**src/rtl/sseg_mux_ctrl.sv**
```systemverilog
// ---------------------------------------------------------------------------
// sseg_mux_ctrl
// Four-digit common-anode seven-segment controller on the peripheral bus.
// Holds an MSB and an LSB display byte. Both bytes are writable and can be
// read back. The four hex nibbles are time-multiplexed onto the shared
// segment lines. Each digit slot lasts SCAN_DIV clocks. The last clock of
// every slot is blanked so that the previous digit does not ghost into the
// next one.
//
// Optional build macro:
//   SSEG_LZB_EN - leading-zero blanking. Digits 3..1 stay dark while their
//                 nibble and every higher nibble are zero. Digit 0 is
//                 always driven.
// ---------------------------------------------------------------------------
module sseg_mux_ctrl #(
    parameter int SCAN_DIV = 50000,
    parameter int CNT_W    = 16
) (
    input  logic       clk,
    input  logic       reset,
    input  logic       we,
    input  logic [7:0] data_in,
    input  logic       en7seg,
    input  logic       en7segMSB,
    input  logic       en7segLSB,
    output logic [7:0] data_out,
    output logic [3:0] an,
    output logic [6:0] seg,
    output logic       dp
);

    localparam logic [CNT_W-1:0] LAST_CNT  = CNT_W'(SCAN_DIV - 1);
    localparam logic [CNT_W-1:0] CNT_ONE   = {{(CNT_W-1){1'b0}}, 1'b1};
    localparam logic [CNT_W-1:0] CNT_ZERO  = {CNT_W{1'b0}};
    localparam logic [3:0]       AN_OFF    = 4'b1111;
    localparam logic [6:0]       SEG_BLANK = 7'b1111111;

    // Active-low {g,f,e,d,c,b,a} pattern for one hex nibble.
    function automatic logic [6:0] hex_to_seg(input logic [3:0] nib);
        logic [6:0] pat;
        case (nib)
            4'h0:    pat = 7'b1000000;
            4'h1:    pat = 7'b1111001;
            4'h2:    pat = 7'b0100100;
            4'h3:    pat = 7'b0110000;
            4'h4:    pat = 7'b0011001;
            4'h5:    pat = 7'b0010010;
            4'h6:    pat = 7'b0000010;
            4'h7:    pat = 7'b1111000;
            4'h8:    pat = 7'b0000000;
            4'h9:    pat = 7'b0010000;
            4'hA:    pat = 7'b0001000;
            4'hB:    pat = 7'b0000011;
            4'hC:    pat = 7'b1000110;
            4'hD:    pat = 7'b0100001;
            4'hE:    pat = 7'b0000110;
            4'hF:    pat = 7'b0001110;
            default: pat = SEG_BLANK;
        endcase
        return pat;
    endfunction

    // One-hot-low anode pattern for a digit index (0 = rightmost).
    function automatic logic [3:0] idx_to_an(input logic [1:0] idx);
        logic [3:0] pat;
        case (idx)
            2'd0:    pat = 4'b1110;
            2'd1:    pat = 4'b1101;
            2'd2:    pat = 4'b1011;
            2'd3:    pat = 4'b0111;
            default: pat = AN_OFF;
        endcase
        return pat;
    endfunction

    // Nibble shown in a given digit slot.
    function automatic logic [3:0] idx_to_nib(input logic [1:0] idx,
                                              input logic [7:0] msb,
                                              input logic [7:0] lsb);
        logic [3:0] nib;
        case (idx)
            2'd0:    nib = lsb[3:0];
            2'd1:    nib = lsb[7:4];
            2'd2:    nib = msb[3:0];
            2'd3:    nib = msb[7:4];
            default: nib = 4'h0;
        endcase
        return nib;
    endfunction

`ifdef SSEG_LZB_EN
    // A digit is a leading zero when it and every digit above it are zero.
    function automatic logic is_leading_zero(input logic [1:0] idx,
                                             input logic [7:0] msb,
                                             input logic [7:0] lsb);
        logic lz;
        case (idx)
            2'd3:    lz = (msb[7:4] == 4'h0);
            2'd2:    lz = (msb == 8'h00);
            2'd1:    lz = (msb == 8'h00) && (lsb[7:4] == 4'h0);
            default: lz = 1'b0;
        endcase
        return lz;
    endfunction
`endif

    logic [7:0]       msb_reg_r;
    logic [7:0]       lsb_reg_r;
    logic [CNT_W-1:0] presc_r;
    logic [CNT_W-1:0] presc_nxt_s;
    logic [1:0]       idx_r;
    logic [1:0]       idx_nxt_s;
    logic             tick_s;
    logic             digit_dark_s;
    logic [3:0]       an_nxt_s;
    logic [6:0]       seg_nxt_s;
    logic [3:0]       an_r;
    logic [6:0]       seg_r;

    // Display registers: bus writes, either or both bytes per strobe.
    always_ff @(posedge clk or posedge reset) begin
        if (reset) begin
            msb_reg_r <= 8'h00;
            lsb_reg_r <= 8'h00;
        end else if (we && en7seg) begin
            if (en7segMSB) begin
                msb_reg_r <= data_in;
            end
            if (en7segLSB) begin
                lsb_reg_r <= data_in;
            end
        end
    end

    // Combinational read-back. MSB wins if both selects are high.
    always_comb begin
        data_out = 8'h00;
        if (en7seg && en7segMSB) begin
            data_out = msb_reg_r;
        end else if (en7seg && en7segLSB) begin
            data_out = lsb_reg_r;
        end else begin
            data_out = 8'h00;
        end
    end

    assign tick_s = (presc_r == LAST_CNT);

    // Scan state register: prescaler and current digit index.
    always_ff @(posedge clk or posedge reset) begin
        if (reset) begin
            presc_r <= CNT_ZERO;
            idx_r   <= 2'd0;
        end else begin
            presc_r <= presc_nxt_s;
            idx_r   <= idx_nxt_s;
        end
    end

    // Scan next state: the prescaler wraps on tick and the index advances mod 4.
    always_comb begin
        presc_nxt_s = presc_r;
        idx_nxt_s   = idx_r;
        if (tick_s) begin
            presc_nxt_s = CNT_ZERO;
            idx_nxt_s   = idx_r + 2'd1;
        end else begin
            presc_nxt_s = presc_r + CNT_ONE;
            idx_nxt_s   = idx_r;
        end
    end

    // Slot darkening: optional leading-zero suppression for the current digit.
    always_comb begin
        digit_dark_s = 1'b0;
`ifdef SSEG_LZB_EN
        digit_dark_s = is_leading_zero(idx_r, msb_reg_r, lsb_reg_r);
`else
        digit_dark_s = 1'b0;
`endif
    end

    // Pin values for the next cycle: blank on tick or on a dark slot, else the digit.
    always_comb begin
        an_nxt_s  = AN_OFF;
        seg_nxt_s = SEG_BLANK;
        if (tick_s || digit_dark_s) begin
            an_nxt_s  = AN_OFF;
            seg_nxt_s = SEG_BLANK;
        end else begin
            an_nxt_s  = idx_to_an(idx_r);
            seg_nxt_s = hex_to_seg(idx_to_nib(idx_r, msb_reg_r, lsb_reg_r));
        end
    end

    // Registered anode and segment pins; all dark while in reset.
    always_ff @(posedge clk or posedge reset) begin
        if (reset) begin
            an_r  <= AN_OFF;
            seg_r <= SEG_BLANK;
        end else begin
            an_r  <= an_nxt_s;
            seg_r <= seg_nxt_s;
        end
    end

    assign an  = an_r;
    assign seg = seg_r;
    assign dp  = 1'b1;

endmodule

```
**config.mk**
```make
export PLATFORM = sky130hd
export DESIGN_NAME = sseg_mux_ctrl
export DESIGN_NICKNAME = d
export VERILOG_FILES = /design/src/rtl/sseg_mux_ctrl.sv
export SDC_FILE = /design/constraint.sdc
export NUM_CORES = 1
export LEC_CHECK = 0
export ABC_CLOCK_PERIOD_IN_PS = 3070
export CAP_MARGIN = 5
export CORE_MARGIN = 2
export CORE_UTILIZATION = 23
export CTS_BUF_LIST = sky130_fd_sc_hd__clkbuf_8
export DETAILED_ROUTE_END_ITERATION = 10
export PLACE_DENSITY = 0.4
export SLEW_MARGIN = 10
export SYNTH_ARGS = -nofsm -noshare
export SYNTH_HDL_FRONTEND = slang
export SYNTH_SLANG_ARGS = --single-unit
```
**constraint.sdc**
```tcl
create_clock -name clk -period 3.07 [get_ports clk]
set_input_delay 0.7675 -clock clk [delete_from_list [all_inputs] [get_ports clk]]
set_output_delay 0.7675 -clock clk [all_outputs]
set_load 0.1 [all_outputs]
```
==> results of run 1 <==
==> worst register-to-register path: cells and delay by family (launching register included) <==
kind | cells | cell delay (ps)
buffers and inverters | 3 | 330
AOI/OAI and AO/OA | 4 | 1160
adders and majority gates | 2 | 580
DFF | 1 | 410
==> registers in the layout, indices dropped and copies added (netlist names) <==
register,flops
presc_r,16
msb_reg_r,8
idx_r,2
lsb_reg_r,8
seg,7
an,4
==> final timing paths <==
kind,to,startpoint
worst min-delay path,presc_r[15],presc_r[15]
worst max-delay path,data_out[7],en7segLSB
min in group asynchronous,presc_r[6],reset
max in group asynchronous,seg[1],reset
worst max register to register,seg[5],idx_r[0]
worst min register to register,presc_r[15],presc_r[15]
==> metal layers <==
layer | up-vias | track usage [%] | part of all wire (%)
met5 | - | 0 | 0
met4 | 0 | 4.29 | 1.9
met3 | 6 | 2.25 | 2.2
met2 | 19 | 15.8 | 45
met1 | 858 | 14.7 | 51
li1 | 847 | - | -
==> power by group <==
| part | internal, W | switching, W | total, W |
|---|---|---|---|
| clock network | 0.000204 | 0.000200 | 0.000404 |
| logic | 0.000194 | 0.000453 | 0.000647 |
| registers | 0.000684 | 0.0000452 | 0.000729 |
| total | 0.00108 | 0.000699 | 0.00178 |
==> logic make-up after synthesis <==
kind of cell,after synthesis,synth area share [%]
and+or+nand+nor,74,17.0
DFF,45,48.5
AOI/OAI and AO/OA,40,11.1
muxes,19,9.00
buffers and inverters,18,3.51
xor gates and xnor gates,13,4.85
adders and majority gates,11,5.86
other,1,0.160
==> layout by cell type (no fill, tap or decap), types with 2 or more instances in the layout <==
cell / synthesis / routed
a22o_1: 2 / 2
inv_1: 10 / 9
dfstp_2: 11 / 11
a22oi_1: 3 / 3
mux2_2: 17 / 17
xor2_1: 8 / 8
a21oi_1: 6 / 6
nor2_1: 10 / 10
nor2b_1: 3 / 3
ha_1: 11 / 11
a31oi_1: 2 / 2
nor4_1: 3 / 3
xnor2_1: 5 / 5
nand3_1: 11 / 11
mux2i_1: 2 / 2
nand2_1: 26 / 26
a222oi_1: 2 / 2
buf_12: 0 / 9
clkbuf_8: 0 / 7
o21ai_0: 14 / 14
a211oi_1: 5 / 5
or3_1: 2 / 2
buf_4: 2 / 14
clkdlybuf4s50_1: 0 / 13
and2_1: 8 / 8
dfrtp_1: 34 / 34
==> layout make-up <==
cell class | instances | share of cell area [%]
repair buffers | 36 | 13.9
multi-input cells | 158 | 37.7
flip-flops and latches | 45 | 38.1
clock inverters | 1 | 0.168
inverters | 10 | 1.26
well taps | 133 | 5.57
clock buffers | 7 | 3.22
==> stage by stage <==
stage          total power (W)  instance area [um2]  hold slack (ps)  util [%]  worst slack (ps)
2_1_floorplan          0.00122                 2350              445         -               198
5_1_grt                0.00188                 2990              512      30.3               178
3_5_place_dp           0.00140                 2890              473      29.3               275
3_3_place_gp           0.00140                 2890              468      29.3               255
6_report               0.00178                 2990              477      30.3               288
4_1_cts                0.00181                 2990              486      30.3               272
==> flow_metrics.env, run 1 <==
export IMPL_instances_no_fill=390
export IMPL_drc=0
export IMPL_finalCritPeriodShare_pct=90.6
export IMPL_ys_ff_latch=45
export IMPL_syn_area_per_cell_um2=10.6
export IMPL_clockBufferDepth=2
export IMPL_rsz0062_at_grt="false"
export IMPL_cp_end_kind="primary output"
export IMPL_synth_edf_count=0
export IMPL_rrSetupSlack_ps=530
export IMPL_num_vias=1730
export IMPL_cts_tree="done"
export IMPL_crit_slowest_cell="clkdlybuf4s50_1"
export IMPL_io_pins=34
export IMPL_critPathArrivalTime_ps=2010
export IMPL_dp_cells=382
export IMPL_crit_path_start_kind="primary input"
export IMPL_setup_tns_ps=0
export IMPL_critical_path_class="in2out"
export IMPL_setup_viol=0
export IMPL_gp_congestion=0.757
export IMPL_syn_num_nets=246
export IMPL_cp_depth=5
export IMPL_drive_gt1_share_pct=25.3
export IMPL_final_nets=281
export IMPL_ys_warn_count=0
export IMPL_die_area_um2=11000
export IMPL_relSlewSlack_pct=51.3
export IMPL_post_cts_buffers=0
export IMPL_antenna_found_initial=0
export IMPL_regArea_um2=1140
export IMPL_grt_pass1_wl_um=9030
export IMPL_drt_wirelength_per_cell_um=13.7
export IMPL_dp_hpwl_um=3930
export IMPL_grt_max_degree=46
export IMPL_ys_flop_type="dfrtp_1"
export IMPL_path_clk_slew_ps=80
export IMPL_grt_use_total_pct=10.6
export IMPL_cts_sinks=45
export IMPL_ant_nets=0
export IMPL_grt_pass1_vias=1668
export IMPL_power_leakage_nw=1.27
export IMPL_cp_required_ps=2300
export IMPL_cts_root_buf="clkbuf_8"
export IMPL_synth_most_common_cell="dfrtp_1"
export IMPL_hold_buffers=0
export IMPL_clk_latency_ps=300
export IMPL_min_path_type="reg2reg"
export IMPL_synth_cell_types=44
export IMPL_drt_iter0_drc=56
export IMPL_coreArea_um2=9860
export IMPL_viasPerCell=4.44
export IMPL_fin_crit_ps=2780
export IMPL_skew_ps=10.0
export IMPL_hold_viol=0
export IMPL_synth_top_area_cell="dfrtp_1"
export IMPL_cap_viol_max_count=0
export IMPL_dr_pass1_iters=4
export IMPL_syn_cell_area_um2=2350
export IMPL_areaGrowthSynthToFinish_pct=27.2
export IMPL_cts_buffers=5
export IMPL_n_fill_cell=1025
export IMPL_worst_pin_slew_ps=726
export IMPL_irDropWorstVdd_mv=0.265
export IMPL_crit_chain="clkdlybuf4s50_1 > nand2_1 > o21ai_0 > and2_1 > buf_12"
export IMPL_maxSlewViolCount=0
export IMPL_hold_depth=1
export IMPL_htreeDepth=2
export IMPL_synth_area_leaders="dfrtp_1 36%, dfstp_2 12%, mux2_2 8.1%"
export IMPL_fmax_mhz=359
export IMPL_die_y_um=105
export IMPL_synthArstFlopShare_pct=100
export IMPL_synth_top_cell_area_share_pct=36.2
export IMPL_status="finished, final reports clean"
export IMPL_io_buffers=32
export IMPL_rr_worst_depth=9
export IMPL_synth_common_cells="34 x dfrtp_1, 26 x nand2_1, 17 x mux2_2"
export IMPL_gr_total_overflow=0
export IMPL_power_density_nw_per_um2=596
export IMPL_initial_core_util_pct=23.8
export IMPL_cpPeakStageDelay_ps=660
export IMPL_ys_seq_area_share_pct=48.5
export IMPL_path_max_fanout=9
export IMPL_num_antenna_cells=0
export IMPL_cts_resized=0
export IMPL_cp_buffers_inverters=2
export IMPL_critPathTopFamily="buffers and inverters"
export IMPL_multi_input_area_um2=1130
export IMPL_syn_inst=221
export IMPL_fp_dieW_um=105
export IMPL_routed_wl_um=5340
export IMPL_rows=36
Power figures use the tool's default switching activity.
==> inputs of run 2 (changes only) <==
--- a/config.mk
+++ b/config.mk
@@ -12,6 +12,7 @@
 export CTS_BUF_LIST = sky130_fd_sc_hd__clkbuf_8
 export DETAILED_ROUTE_END_ITERATION = 10
 export PLACE_DENSITY = 0.4
+export SETUP_SLACK_MARGIN = 0.05
 export SLEW_MARGIN = 10
 export SYNTH_ARGS = -nofsm -noshare
 export SYNTH_HDL_FRONTEND = slang
==> results of run 2 <==
No change in the layout: final DEF, timing and power equal those of run 1.
==> inputs of run 3 (changes only) <==
--- a/config.mk
+++ b/config.mk
@@ -5,12 +5,12 @@
 export SDC_FILE = /design/constraint.sdc
 export NUM_CORES = 1
 export LEC_CHECK = 0
-export ABC_CLOCK_PERIOD_IN_PS = 3070
 export CAP_MARGIN = 5
 export CORE_MARGIN = 2
 export CORE_UTILIZATION = 23
 export CTS_BUF_LIST = sky130_fd_sc_hd__clkbuf_8
 export DETAILED_ROUTE_END_ITERATION = 10
+export GPL_TIMING_DRIVEN = 0
 export PLACE_DENSITY = 0.4
 export SETUP_SLACK_MARGIN = 0.05
 export SLEW_MARGIN = 10
==> flow_metrics.env, run 3 (synthesis gave the netlist of run 1 again) <==
export IMPL_final_nets=283
export IMPL_dr_pass1_iters=4
export IMPL_worst_pin_slew_ps=977
export IMPL_num_antenna_cells=0
export IMPL_irDropWorstVdd_mv=0.203
export IMPL_drt_iter0_drc=46
export IMPL_crit_slowest_cell="clkdlybuf4s15_2"
export IMPL_drt_wirelength_per_cell_um=13.8
export IMPL_coreArea_um2=9860
export IMPL_viasPerCell=4.41
export IMPL_finalCritPeriodShare_pct=93.8
export IMPL_io_pins=34
export IMPL_crit_path_start_kind="primary input"
export IMPL_largest_register_ffs=16
export IMPL_die_area_um2=11000
export IMPL_final_cell_mix="34 x dfrtp_1, 26 x nand2_1, 21 x clkdlybuf4s50_1"
export IMPL_path_clk_slew_ps=80
export IMPL_place_ws_ps=-559
export IMPL_clk_latency_ps=290
export IMPL_die_y_um=105
export IMPL_relSlewSlack_pct=34.7
export IMPL_antenna_found_initial=0
export IMPL_rsz0062_at_grt="false"
export IMPL_dp_hpwl_um=3930
export IMPL_maxSlewViolCount=0
export IMPL_final_common_cell="dfrtp_1"
export IMPL_fp_dieW_um=105
export IMPL_cpPeakStageDelay_ps=550
export IMPL_post_cts_buffers=0
export IMPL_clockBufferDepth=2
export IMPL_ant_nets=0
export IMPL_cts_sinks=45
export IMPL_fin_crit_ps=2880
export IMPL_setup_viol=0
export IMPL_hold_viol=0
export IMPL_drive_gt1_share_pct=20.1
export IMPL_io_buffers=29
export IMPL_htreeDepth=2
export IMPL_min_path_type="reg2reg"
export IMPL_worst_slack_ps=190
export IMPL_power_leakage_nw=1.22
export IMPL_cts_buffers=5
export IMPL_initial_core_util_pct=23.8
export IMPL_power_density_nw_per_um2=583
export IMPL_reg_top3="presc_r x16, lsb_reg_r x8, msb_reg_r x8"
export IMPL_crit_chain="clkbuf_1 > clkbuf_2 > o21ai_0 > and2_1 > clkdlybuf4s15_2"
export IMPL_cts_root_buf="clkbuf_8"
export IMPL_path_max_fanout=10
export IMPL_hold_buffers=0
export IMPL_cp_end_kind="primary output"
export IMPL_grt_use_total_pct=10.6
export IMPL_gr_total_overflow=0
export IMPL_fmax_mhz=347
export IMPL_num_vias=1730
export IMPL_regMostFlops="presc_r"
export IMPL_cp_buffers_inverters=3
export IMPL_gp_congestion=0.732
export IMPL_grt_max_degree=37
export IMPL_critPathTopFamily="buffers and inverters"
export IMPL_rows=36
export IMPL_drc=0
export IMPL_areaGrowthSynthToFinish_pct=23.6
export IMPL_skew_ps=8.41
export IMPL_routed_wl_um=5410
export IMPL_hold_ws_ps=483
export IMPL_grt_pass1_vias=1846
export IMPL_critPathArrivalTime_ps=2110
export IMPL_grt_pass1_wl_um=9390
export IMPL_critical_path_class="in2out"
export IMPL_status="finished, final reports clean"
export IMPL_cap_viol_max_count=0
export IMPL_cts_tree="done"
export IMPL_cp_required_ps=2300
run 3: cell count changes in the layout (fill, tap and decap cells not counted), moves of 2 or more:
| cell | before | now |
|---|---|---|
| buf_4 | 14 | 2 |
| buf_12 | 9 | 1 |
| clkdlybuf4s50_1 | 13 | 21 |
| clkdlybuf4s15_2 | 0 | 6 |
| clkbuf_1 | 0 | 3 |
| inv_1 | 9 | 12 |
| buf_2 | 0 | 2 |
| clkbuf_8 | 7 | 5 |
run 3: cell type report:
type | count | area (um2)
buffer | 8 | 46.3
clock buffer | 5 | 68.8
clock inverter | 3 | 11.3
fill | 1031 | 6960
inverter | 10 | 37.5
multi-input combinational | 158 | 1130
sequential | 45 | 1140
tap | 133 | 166
timing repair buffer | 30 | 308
run 3: power by group:
group | internal [W] | switching [W]
sequential | 0.000683 | 0.0000426
clock | 0.000152 | 0.000193
combinational | 0.000173 | 0.000450
total | 0.00101 | 0.000686
run 3: worst paths after layout:
path / end / from / slack (ps) / cells after the start
setup / recovery: data_out[2] / en7segMSB / 190 / 5
hold / removal: presc_r[15] / presc_r[15] / 480 / 1
setup reg to reg: seg[5] / idx_r[0] / 390 / 10
hold reg to reg: presc_r[15] / presc_r[15] / 480 / 1
max in group asynchronous: seg[1] / reset / 1820 / 3
min in group asynchronous: msb_reg_r[7] / reset / 710 / 2
run 3: worst register-to-register path, delay by kind of cell (launching register included):
kind | cells | cell delay [ps]
AO/OA/AOI/OAI | 4 | 1090
buffers and inverters | 4 | 530
adder cells (fa/ha/maj) | 2 | 590
flip-flops | 1 | 400
run 3: metrics by stage:
| step | total power (W) | setup TNS, ps | instance area, um2 | utilization [%] | std cells |
|---|---|---|---|---|---|
| floorplan | 0.00122 | 0 | 2350 | - | 221 |
| global placement | 0.00137 | -3560 | 2810 | 28.4 | 383 |
| finish | 0.00169 | 0 | 2910 | 29.5 | 392 |
| global route | 0.00179 | 0 | 2910 | 29.5 | 392 |
| detailed placement | 0.00137 | -3580 | 2830 | 28.7 | 384 |
| CTS | 0.00173 | 0 | 2910 | 29.5 | 392 |
run 3: metal layers:
| layer | track usage [%] | up-vias | part of all wire [%] |
|---|---|---|---|
| met5 | 0 | - | 0 |
| met4 | 3.71 | 0 | 1.0 |
| met3 | 1.75 | 2 | 2.3 |
| met2 | 16.9 | 24 | 46 |
| met1 | 14.5 | 855 | 51 |
| li1 | - | 849 | - |
run 3: what timing repair did:
action                     in CTS  in global routing
setup endpoints to repair       8                  8
hold endpoints to repair        0                  0
resized for setup              26                  4
